[src/rtl/fb_write_ctrl.sv]
// fb_write_ctrl: routes a camera pixel stream or a full-buffer colour fill into frame-buffer writes
module fb_write_ctrl #(
  parameter int AW   = 15,
  parameter int DW   = 12,
  parameter int NPIX = 19200
) (
  input  logic          clk,
  input  logic          reset,
  input  logic          frame_start,
  input  logic          px_valid,
  input  logic [DW-1:0] px_data,
  input  logic          clr_req,
  input  logic [DW-1:0] clr_color,
  output logic [AW-1:0] addr_in,
  output logic [DW-1:0] data_in,
  output logic          regwrite,
  output logic          busy,
  output logic          frame_done,
  output logic          clr_done,
  output logic          frame_err,
  output logic [7:0]    drop_cnt
);
  typedef enum logic [1:0] {IDLE, CAPTURE, CLEAR} state_t;
  localparam logic [AW-1:0] LAST = AW'(NPIX - 1);
  state_t        state_q, state_d;
  logic [AW-1:0] ptr_q, ptr_d, wptr;
  logic          pend_q, pend_d;
  logic [DW-1:0] color_q, color_d;
  logic          regwrite_q, regwrite_d;
  logic [AW-1:0] addr_q, addr_d;
  logic [DW-1:0] data_q, data_d;
  logic          busy_q, busy_d;
  logic          frame_done_q, frame_done_d;
  logic          clr_done_q, clr_done_d;
  logic          frame_err_q, frame_err_d;
  logic [7:0]    drop_q, drop_d;
  logic          cap, clr, cap_wr, cap_last, clr_last;
  assign cap      = state_q == CAPTURE;
  assign clr      = state_q == CLEAR;
  // a restart inside a frame makes the coincident pixel land at address 0
  assign wptr     = (cap && frame_start) ? '0 : ptr_q;
  assign cap_wr   = cap && px_valid;
  assign cap_last = cap_wr && wptr == LAST;
  assign clr_last = clr && ptr_q == LAST;
  // state register
  always_ff @(posedge clk)
    if (!reset) state_q <= IDLE;
    else state_q <= state_d;
  // next state: a clear (new or pending) wins over a frame start in IDLE
  always_comb
    state_d = state_q == IDLE    ? ((clr_req || pend_q) ? CLEAR : frame_start ? CAPTURE : IDLE) :
              state_q == CAPTURE ? (cap_last ? IDLE : CAPTURE) :
              state_q == CLEAR   ? (clr_last ? IDLE : CLEAR) : IDLE;
  // datapath and registered-output next values
  always_comb begin
    ptr_d        = cap ? (cap_last ? '0 : cap_wr ? wptr + 1'b1 : wptr) :
                   clr ? (clr_last ? '0 : ptr_q + 1'b1) : '0;
    pend_d       = cap && (pend_q || clr_req);
    color_d      = (!clr && clr_req) ? clr_color : color_q;
    regwrite_d   = cap_wr || clr;
    addr_d       = cap_wr ? wptr : clr ? ptr_q : addr_q;
    data_d       = cap_wr ? px_data : clr ? color_q : data_q;
    busy_d       = state_d != IDLE;
    frame_done_d = cap_last;
    clr_done_d   = clr_last;
    frame_err_d  = cap && frame_start && ptr_q != '0;
    drop_d       = drop_q + 8'(clr && px_valid && drop_q != 8'hff);
  end
  // datapath and output registers
  always_ff @(posedge clk)
    if (!reset) begin
      ptr_q        <= '0;
      pend_q       <= 1'b0;
      color_q      <= '0;
      regwrite_q   <= 1'b0;
      addr_q       <= '0;
      data_q       <= '0;
      busy_q       <= 1'b0;
      frame_done_q <= 1'b0;
      clr_done_q   <= 1'b0;
      frame_err_q  <= 1'b0;
      drop_q       <= '0;
    end else begin
      ptr_q        <= ptr_d;
      pend_q       <= pend_d;
      color_q      <= color_d;
      regwrite_q   <= regwrite_d;
      addr_q       <= addr_d;
      data_q       <= data_d;
      busy_q       <= busy_d;
      frame_done_q <= frame_done_d;
      clr_done_q   <= clr_done_d;
      frame_err_q  <= frame_err_d;
      drop_q       <= drop_d;
    end
  assign addr_in    = addr_q;
  assign data_in    = data_q;
  assign regwrite   = regwrite_q;
  assign busy       = busy_q;
  assign frame_done = frame_done_q;
  assign clr_done   = clr_done_q;
  assign frame_err  = frame_err_q;
  assign drop_cnt   = drop_q;
endmodule

[config.mk]
export PLATFORM = sky130hd
export DESIGN_NAME = fb_write_ctrl
export DESIGN_NICKNAME = d
export VERILOG_FILES = /design/src/rtl/fb_write_ctrl.sv
export SDC_FILE = /design/constraint.sdc
export NUM_CORES = 1
export LEC_CHECK = 0
export ABC_AREA = 1
export ABC_CLOCK_PERIOD_IN_PS = 2170
export BUFFER_PORTS_ARGS = -buffer_cell sky130_fd_sc_hd__buf_2
export CAP_MARGIN = 20
export CORE_MARGIN = 1.5
export CORE_UTILIZATION = 49
export CTS_CLUSTER_DIAMETER = 100
export CTS_CLUSTER_SIZE = 28
export DETAILED_ROUTE_END_ITERATION = 10
export PLACE_DENSITY = 0.75
export SLEW_MARGIN = 20
export SYNTH_ARGS = -nofsm -noshare
export SYNTH_HDL_FRONTEND = slang
export SYNTH_SLANG_ARGS = --single-unit
[constraint.sdc]
create_clock -name clk -period 2.17 [get_ports clk]
set_input_delay 0.434 -clock clk [delete_from_list [all_inputs] [get_ports clk]]
set_output_delay 0.434 -clock clk [all_outputs]
set_load 0.02 [all_outputs]
After elaboration in Yosys (flattened, before gate mapping)
Index checks and enable logic that the tools add are counted.
- output and inout port bits: 40
- logic and storage cells: 53
- register bits after elaboration: 70
- bits of input ports: 29
- reductions and logical operators: 16
- mux-type cells: 17
- add/subtract/negate cells: 3
- equal/unequal tests: 5
- operators with widths (kind ; count):
    two-way mux 15 bit ; 8
    adder 15 x 1 -> 15 bit, second input constant ; 2
    == test 15 bit, second input constant ; 2
    two-way mux 12 bit ; 2
    nonzero test 15 bit ; 1
    two-way mux 2 bit ; 5
    logical AND 1 bit ; 9
    adder 8 x 1 -> 8 bit ; 1
    inequality test 8 bit, second input constant ; 1
    nonzero test 2 bit ; 2
    == test 2 x 1 -> 1 bit, second input constant ; 1
    == test 2 bit, second input constant ; 1
    zero test 2 bit ; 1
    logical OR 1 bit ; 2
    two-way mux 1 bit ; 2
    zero test 1 bit ; 1

Depth between registers and ports, before layout
Gate-level depths: netlist of run 1.
- word-level depth: 9
- gate-level depth with buffers: 14

Worst setup path before layout of run 1
OpenSTA, ideal clock, no wires.
- path type: flip-flop to flip-flop
- start point: register state_q[0]
- end point: register drop_q[6], in the netlist drop_cnt[6]
- stages on the path, launching flop included: 13
- setup time: 0.124 ns
- buffers on the path: 1
- setup slack: 0.100 ns
- arrival time: 1.945 ns
- clock period less this slack: 2.070 ns
- path through: dfxtp_1 -> inv_1 -> nand2_1 -> inv_2 -> clkbuf_1 -> o311a_1 -> ha_1 -> ha_1 -> nand2_1 -> nor2_1 -> inv_1 -> nor4b_1 -> nor3_1
- word-level cells in the longest chain between the ends: 4
- ends and longest elaborated chain (item ; RTL line ; source):
    start: declaration ; 25 ; state_t state_q, state_d;
    start signal: assignment ; 48 ; else state_q <= state_d;
    == test 2 bit ; 39 ; assign clr = state_q == CLEAR;
    logical AND 1 bit (2 in a row) ; 67 ; drop_d = drop_q + 8'(clr && px_valid && drop_q != 8'hff);
    adder 8 x 1 -> 8 bit ; 67 ;
    end signal: assignment ; 94 ; drop_q <= drop_d;
    end: declaration ; 36 ; logic [7:0] drop_q, drop_d;
Every way passes these cells.
A chain may end at the register's enable or synchronous reset.

Final worst setup path of run 1
Ends and elaborated chain as after synthesis.

==> reports/qor.csv, run 1 <==
metric,value,unit
uppermost routed layer,met4,
total area of sequential cells,1400,sq um
RSZ-0062 raised after global routing,false,
vias in the first global route,3011,
vias per cell,5.36,
CP Launch Type,register,
Final Slew Violations,0,
Final min period,1.87,ns
Die ar.,7330,sq um
WHS,0.324,ns
period utilization,86.1,%
IO Pins,69,
maxcap violations,0,
post-DR wirelength/cell,12.9,um
maximum vdd drop,0.519,mV
"Seq/Total Area, Yosys",41.9,%
Power Total,0.00299,W
DR vias,3351,
CP top delay family,simple AND/OR/NAND/NOR gates,
Syn-to-layout area delta,18.4,%
"Cell Area, Synth",3340,sq um
sw frac,28.0,%
layout cells sized above 1,22.1,%
final setup vio count,0,
Final Hold Vio Count,0,
antenna-violating nets left,0,
Sequential Power Share,47.1,%
clock network power share,39.0,%
post-cts repair resize count,0,
I/O Buffers,68,
Area contributors post-synth,"dfxtp_1 42%, nand2_1 13%, nor2_1 8.5%, inv_1 3.9%, o21ai_0 3.4%",
Synth Net Count,509,
Power Dens Cells,754,nW/um^2
fillers,616,
Avg Synthesized Cell Area,7.04,sq um
CP required,2.40,ns
largest net degree at the start of global routing,20,
"Cell Chain, Critical Path","inv_1, nand2_1, inv_2, o311a_1, ha_1, ha_1, nand2_1, nor2_1, inv_1, nor4b_1, nor3_1",
Unique masters post-synth,40,
"Primary FF master, synth",dfxtp_1,
violated checks,design-rule violations,
internal power,0.00215,W
Mapped Cells,475,
Worst Setup End Kind,register,
YS warnings,0,
total grt overflow,0,
H-tree levels,3,
Lkg Pwr,1.75,nW
TritonCTS clock tree,built,
Post-synth ARST share,0,%
die extent in y,85.6,um
outcome,finished with violations,
Core ar.,6460,sq um
gpl congestion,0.908,
TNS Setup,0,ns
post-synth top area share,41.9,%
net load switching power,0.000835,W
first-pass GRT wire length,13.3,mm
DR pass1 iterations,8,
CP Class,reg -> reg,
clk sinks,70,
Die X,85.6,um
DPL Wire Length,5.87,mm
Core Rows,29,
Clock Path Buffers,2,
# DRC,2,
clk_lat worst skew,0.36,ns
CTS buffer count,9,
CP max stage cell,dfxtp_1,
Hold Buf Count CTS,0,
Worst-Margin Slew,0.519,ns
Max Fclk,535,MHz
initial antenna violation count,0,
combinational share of power,13.9,%
met1 WL,3.62,mm
worst-path maximum fanout,6,
final wirelength,8.07,mm
metal2 WL,3.59,mm
Finished Cell Area,3960,sq um
nets,577,
multi-input logic area,1670,sq um
"Clk pin slew, worst setup/hold paths",0.08,ns
Worst Hold Class,in -> reg,
crit path DAT,2.10,ns
Placed Area,3740,sq um
"Setup Fix Bufs, Post-CTS",0,
crit-path max cell delay,0.39,ns
Detailed Route Iter0 Violations,260,
met3 WL,677,um
final core occ,61.3,%
crit path buf inv count,3,
Synth Register Bits,70,
Synth area leader,dfxtp_1,
Post-synth EDFFs,0,
total track usage,22.7,%
Ant. Diodes,0,
Clock Skew,0.0149,ns
"count leader, synth",nand2_1,
Root Buffer,clkbuf_8,
synth cell count leaders,"115 x nand2_1, 76 x nor2_1, 70 x dfxtp_1",
Worst slew margin,65.3,%
Starting Density,51.8,%
## layer usage
metal  track usage [%]  vias up
li1                  -     1692
met1              29.6     1489
met2              35.0      150
met3              5.97       20
met4              10.9        0
met5                 0        -
## per-stage QoR
step	std cells	worst slack (ns)
2_1_floorplan	475	0.100
3_3_place_gp	609	0.292
3_5_place_dp	609	0.228
4_1_cts	625	0.288
5_1_grt	625	0.0805
6_report	625	0.301
## registers in the layout, indices dropped and copies added, names as in the netlist
signal / flops
clr_done: 1
drop_cnt: 8
data_in: 12
addr_in: 15
frame_done: 1
regwrite: 1
busy: 1
state_q: 2
pend_q: 1
ptr_q: 15
frame_err: 1
color_q: 12
## layout make-up
type	count	area share, %
clock inverters	7	2.46
clock buffers	9	3.13
well taps	77	2.43
multi-input cells	341	42.3
repair buffers	74	9.73
flip-flops and latches	70	35.4
inverters	47	4.58
## cells by family (layout without fill, tap and decap cells)
group	after synthesis	after routing	synth area share, %
fa+ha+maj	5	5	1.87
simple gates	255	255	33.4
buf+inv	64	137	8.04
compound gates	76	76	13.5
xor+xnor	5	5	1.31
flops	70	70	41.9
## power groups by stage
stage                     clock network (W)  registers [W]  logic (W)
after floorplan                           0        0.00150   0.000214
final                               0.00117        0.00141   0.000415
after global placement                    0        0.00143   0.000413
after CTS                           0.00119        0.00141   0.000418
after detailed placement                  0        0.00144   0.000417
after global routing                0.00124        0.00142   0.000460
## path summary, 6_finish.rpt
| kind | start | endpoint | slack [ns] | cells past startpoint |
|---|---|---|---|---|
| worst max register to register | state_q[0] | drop_cnt[6] | 0.30 | 11 |
| worst min register to register | data_in[10] | data_in[10] | 0.48 | 2 |
| worst min-delay path | clr_color[3] | color_q[3] | 0.32 | 3 |
| worst max-delay path | state_q[0] | drop_cnt[6] | 0.30 | 11 |
## worst min-delay path, cell delays in order
cell	delay (ns)
buf_2	0.07
o21ai_0	0.07
nor2_1	0.08
## cell usage in the layout (no fill, tap or decap), types with 2 or more instances in the layout
cell / count
nand2_1: 115
nor2_1: 76
dfxtp_1: 70
buf_2: 68
inv_1: 35
o21ai_0: 23
nand3_1: 22
a21oi_1: 19
a31oi_1: 13
a211oi_1: 11
inv_2: 10
nor3_1: 10
clkbuf_8: 9
nand2_2: 8
nand4_1: 6
buf_4: 6
ha_1: 5
nor2_2: 4
o211ai_1: 4
xor2_1: 4
nand3b_1: 3
nand3_2: 2
clkinv_4: 2
nor2_4: 2
nor4_1: 2
clkinvlp_4: 2
bufinv_16: 2
Power figures use the tool's default switching activity.
==> run 2, diff against run 1 <==
- ABC_CLOCK_PERIOD_IN_PS: 2170 -> 1800
- CORE_UTILIZATION: 49 -> 54
- PLACE_DENSITY: 0.75 -> 0.79
- clock period: 2.17 -> 1.8 ns (I/O delays scaled with it)
==> run 2 against run 1 <==
Effect of this change:
- the flow now finishes without violations
- worst setup slack lost 0.27 ns
- via count grew 1.5%
- power grew 17%
- sequential power grew 21%
- critical endpoint unchanged
==> reports/qor.csv, run 2 (same netlist as run 1, synthesis figures left out) <==
metric,value,unit
crit-path max cell delay,0.39,ns
CP Class,reg -> reg,
Clock Path Buffers,2,
I/O Buffers,68,
Place WS,0.00673,ns
final wirelength,8.59,mm
TritonCTS clock tree,built,
uppermost routed layer,met4,
multi-input logic area,1770,sq um
Die ar.,6670,sq um
CTS buffer count,9,
CP max stage cell,dfxtp_4,
first-pass GRT wire length,13.8,mm
"Cell Chain, Critical Path","inv_2, nand2_2, inv_4, o311a_1, ha_2, ha_4, nand2_2, nor2_4, inv_2, nor4b_4, nor3_2",
Final min period,1.77,ns
Lkg Pwr,1.84,nW
reg2reg setup slack,0.03,ns
end of the worst hold path,color_q[5],
DR pass1 iterations,5,
Hold Crit Start,clr_color[5],
H-tree levels,3,
worst-path maximum fanout,6,
Starting Density,56.2,%
maxcap violations,0,
# DRC,0,
Root Buffer,clkbuf_8,
Critical path origin,state_q[0],
Worst-Margin Slew,0.512,ns
Core ar.,5960,sq um
DPL Wire Length,6.08,mm
IO Pins,69,
initial antenna violation count,0,
"Clk pin slew, worst setup/hold paths",0.08,ns
met1 WL,3.65,mm
total track usage,26.9,%
clk_lat worst skew,0.36,ns
Syn-to-layout area delta,24.8,%
outcome,"complete, no violations",
RSZ-0062 raised after global routing,true,
hold path cells,3,
Final Hold Vio Count,0,
Worst Setup End Kind,register,
vias per cell,5.32,
largest net degree at the start of global routing,27,
Ant. Diodes,0,
CP Launch Type,register,
Detailed Route Iter0 Violations,240,
Max Fclk,566,MHz
die extent in y,81.7,um
Clock Skew,0.0140,ns
worst flop-to-flop path endpoint,drop_cnt[6],
crit path DAT,2.00,ns
period utilization,98.2,%
post-DR wirelength/cell,13.4,um
total area of sequential cells,1420,sq um
Power Dens Cells,841,nW/um^2
final setup vio count,0,
met3 WL,622,um
maximum vdd drop,0.561,mV
DR vias,3401,
total grt overflow,0,
"most common cell after layout, fill and taps aside",nand2_1,
Final Slew Violations,0,
clk sinks,70,
most frequent cells in the layout,"111 x nand2_1, 73 x nor2_1, 68 x buf_2",
setup ws final,0.0317,ns
vias in the first global route,3142,
final core occ,70.1,%
metal2 WL,4.16,mm
R2R cell count,11,
Reg2Reg Launch Point,state_q[0],
fillers,504,
antenna-violating nets left,0,
Worst Hold Class,in -> reg,
CP required,2.03,ns
nets,593,
gpl congestion,0.932,
Core Rows,28,
layout cells sized above 1,28.5,%
Die X,81.7,um
Worst slew margin,65.8,%
-- run 2: changes by cell type in the layout (fill, tap and decap cells not counted), moves of 2 or more --
cell / before / now
clkinv_2: 1 / 3
ha_4: 0 / 2
nor2_1: 76 / 73
dfxtp_1: 70 / 64
buf_4: 6 / 21
nor2_4: 2 / 4
inv_1: 35 / 31
ha_1: 5 / 2
dfxtp_4: 0 / 3
inv_4: 0 / 3
dfxtp_2: 0 / 3
nand2_1: 115 / 111
nand2_2: 8 / 11
-- run 2: area by class of cell --
class / count / area share, %
Tap cell: 75 / 2.25
Timing Repair inverter: 1 / 0.120
Multi-Input combinational cell: 341 / 42.5
Inverter: 47 / 4.53
Sequential cell: 70 / 33.9
Clock buffer: 9 / 2.97
Clock inverter: 7 / 1.77
Timing Repair Buffer: 89 / 11.9
-- run 2: worst max path at each step --
stage / endpoint / depth (start not counted)
after CTS: drop_cnt[6] / 11
after global routing: ptr_q[14] / 12
final: drop_cnt[6] / 11
after global placement: ptr_q[10] / 10
after floorplan: busy / 13
after detailed placement: ptr_q[0] / 12
-- run 2: worst max-delay path, delay by kind of cell, from the launching register on --
kind                     cells  cell delay, ns
AO/OA/AOI/OAI                1            0.17
adder cells (fa/ha/maj)      2            0.35
buffers and inverters        3            0.17
flip-flops                   1            0.39
AND/OR/NAND/NOR              5            0.57
-- run 2: what timing repair did --
action / CTS / global route
gates resized for setup: 0 / 24
hold buffers: 0 / 0
endpoints found under the setup margin: 0 / 16
setup buffers: 0 / 4
-- run 2: layer usage --
metal	vias up	GRT usage, %
li1	1723	-
met1	1520	33.0
met2	135	45.1
met3	23	6.22
met4	0	11.5
met5	-	0
-- run 2: power breakdown --
part	switching [W]	internal, W
clock network	0.000632	0.000643
registers	0.0000529	0.00164
logic	0.000351	0.000186
-- run 2: metrics by stage --
| stage | instance area (sq um) | std cells | TNS (ns) | power [W] | hold slack [ns] |
|---|---|---|---|---|---|
| floorplan | 3400 | 475 | -0.0187 | 0.00208 | 0.455 |
| CTS | 4060 | 634 | 0 | 0.00352 | 0.246 |
| global route | 4170 | 639 | -0.370 | 0.00367 | 0.263 |
| global placement | 3860 | 618 | 0 | 0.00225 | 0.461 |
| finish | 4170 | 639 | 0 | 0.00351 | 0.247 |
| detailed placement | 3860 | 618 | 0 | 0.00226 | 0.466 |
==> run 3, diff against run 2 <==
- REMOVE_ABC_BUFFERS: not set -> 1
==> run 3 against run 2 <==
Effect of this change:
- critical path depth is the same
- die area is the same
- power grew 1.7%
- combinational power grew 2%
- critical path type unchanged
- critical endpoint is now busy
==> reports/qor.csv, run 3 (same netlist as run 1, synthesis figures left out) <==
metric,value,unit
crit path DAT,1.97,ns
post-DR wirelength/cell,13.9,um
Detailed Route Iter0 Violations,262,
IO Pins,69,
CP required,2.04,ns
Hold Buf Count CTS,0,
layout cells sized above 1,29.3,%
Syn-to-layout area delta,25.0,%
Final Slew Violations,0,
total area of sequential cells,1420,sq um
"most common cell after layout, fill and taps aside",nand2_1,
"Clk pin slew, worst setup/hold paths",0.08,ns
fillers,503,
clk sinks,70,
Ant. Diodes,0,
multi-input logic area,1780,sq um
maxcap violations,0,
DR vias,3450,
RSZ-0062 raised after global routing,true,
I/O Buffers,68,
GR met3 Demand/Resource,7.11,%
CP Launch Type,register,
Final min period,1.73,ns
vias in the first global route,3140,
Worst slew margin,63.7,%
Worst Hold Class,in -> reg,
# DRC,0,
largest net degree at the start of global routing,22,
Lkg Pwr,1.84,nW
maximum vdd drop,0.621,mV
Die ar.,6670,sq um
Clock Skew,0.00740,ns
die extent in y,81.7,um
CP Class,reg -> reg,
total track usage,27.6,%
nets,592,
DR pass1 iterations,5,
clk_lat worst skew,0.35,ns
gpl congestion,0.936,
antenna-violating nets left,0,
met1 usage in global routing,32.8,%
Core Rows,28,
total grt overflow,0,
GR Util met2,47.7,%
DPL Wire Length,6.11,mm
Finished Cell Area,4180,sq um
Starting Density,56.2,%
first-pass GRT wire length,14.0,mm
Placed Area,3830,sq um
CTS buffer count,9,
TritonCTS clock tree,built,
Power Dens Cells,853,nW/um^2
placed insts,619,
Worst Setup End Kind,register,
Clock Path Buffers,2,
fin cells,638,
busiest grt layer,met2,
Final Hold Vio Count,0,
worst-path maximum fanout,4,
final wirelength,8.90,mm
Core ar.,5960,sq um
Max Fclk,579,MHz
vias per cell,5.41,
most frequent cells in the layout,"111 x nand2_1, 73 x nor2_1, 68 x buf_2",
period utilization,95.9,%
final setup vio count,0,
H-tree levels,3,
Die X,81.7,um
Root Buffer,clkbuf_8,
Worst-Margin Slew,0.541,ns
outcome,"complete, no violations",
initial antenna violation count,0,
## run 3: cell count changes in the layout (fill, tap and decap cells not counted), sizes merged
cell | before | now
clkinvlp | 1 | 3
clkbuf | 9 | 11
clkinv | 7 | 2
## run 3: worst paths after layout
| path | end | slack (ns) | startpoint | cells after the start |
|---|---|---|---|---|
| setup / recovery | busy | 0.07 | state_q[1] | 11 |
| hold / removal | color_q[0] | 0.26 | clr_color[0] | 3 |
| setup reg to reg | busy | 0.07 | state_q[1] | 11 |
| hold reg to reg | data_in[9] | 0.48 | data_in[9] | 2 |
## run 3: what timing repair did
item                                    CTS  global route
gates resized for setup                   1            38
pin swaps                                 0             6
setup buffers                             0             3
hold endpoints to repair                  0             0
endpoints found under the setup margin    2            17
## run 3: per-stage QoR
| stage | setup slack [ns] | TNS (ns) | util (%) | hold WS (ns) | power [W] |
|---|---|---|---|---|---|
| 2_1_floorplan | -0.0702 | -0.347 | - | 0.453 | 0.00204 |
| 3_3_place_gp | 0.0107 | 0 | 64.2 | 0.463 | 0.00224 |
| 3_5_place_dp | -0.0681 | -0.497 | 64.2 | 0.467 | 0.00226 |
| 4_1_cts | 0.0114 | 0 | 67.8 | 0.251 | 0.00356 |
| 5_1_grt | -0.0645 | -0.284 | 70.2 | 0.268 | 0.00372 |
| 6_report | 0.0734 | 0 | 70.2 | 0.259 | 0.00357 |
## run 3: power breakdown
part	switching, W	total, W	internal [W]
Clock	0.000608	0.00132	0.000712
Combinational	0.000356	0.000549	0.000193
Sequential	0.0000510	0.00170	0.00165
Total	0.00102	0.00357	0.00255
## run 3: routing by layer
metal,up-vias,share of wire [%]
met3,20,7.2
met2,143,49
met4,0,1.7
met5,-,0
li1,1709,-
met1,1578,42
## run 3: area by class of cell
| cell class | instances | share of cell area [%] |
|---|---|---|
| clock inverters | 5 | 1.38 |
| inverters | 47 | 4.40 |
| multi-input cells | 341 | 42.5 |
| repair buffers | 89 | 11.9 |
| clock buffers | 11 | 3.62 |
| well taps | 75 | 2.24 |
| flip-flops and latches | 70 | 33.9 |
## run 3: critical path, cell delays in order (launching register included)
cell     delay, ns
dfxtp_2       0.35
inv_2         0.06
nand3_4       0.08
nand2_4       0.06
inv_2         0.08
ha_4          0.13
nand4_1       0.19
nor2_2        0.19
nand3_2       0.11
nand2_4       0.11
a21oi_2       0.07
or2_1         0.21
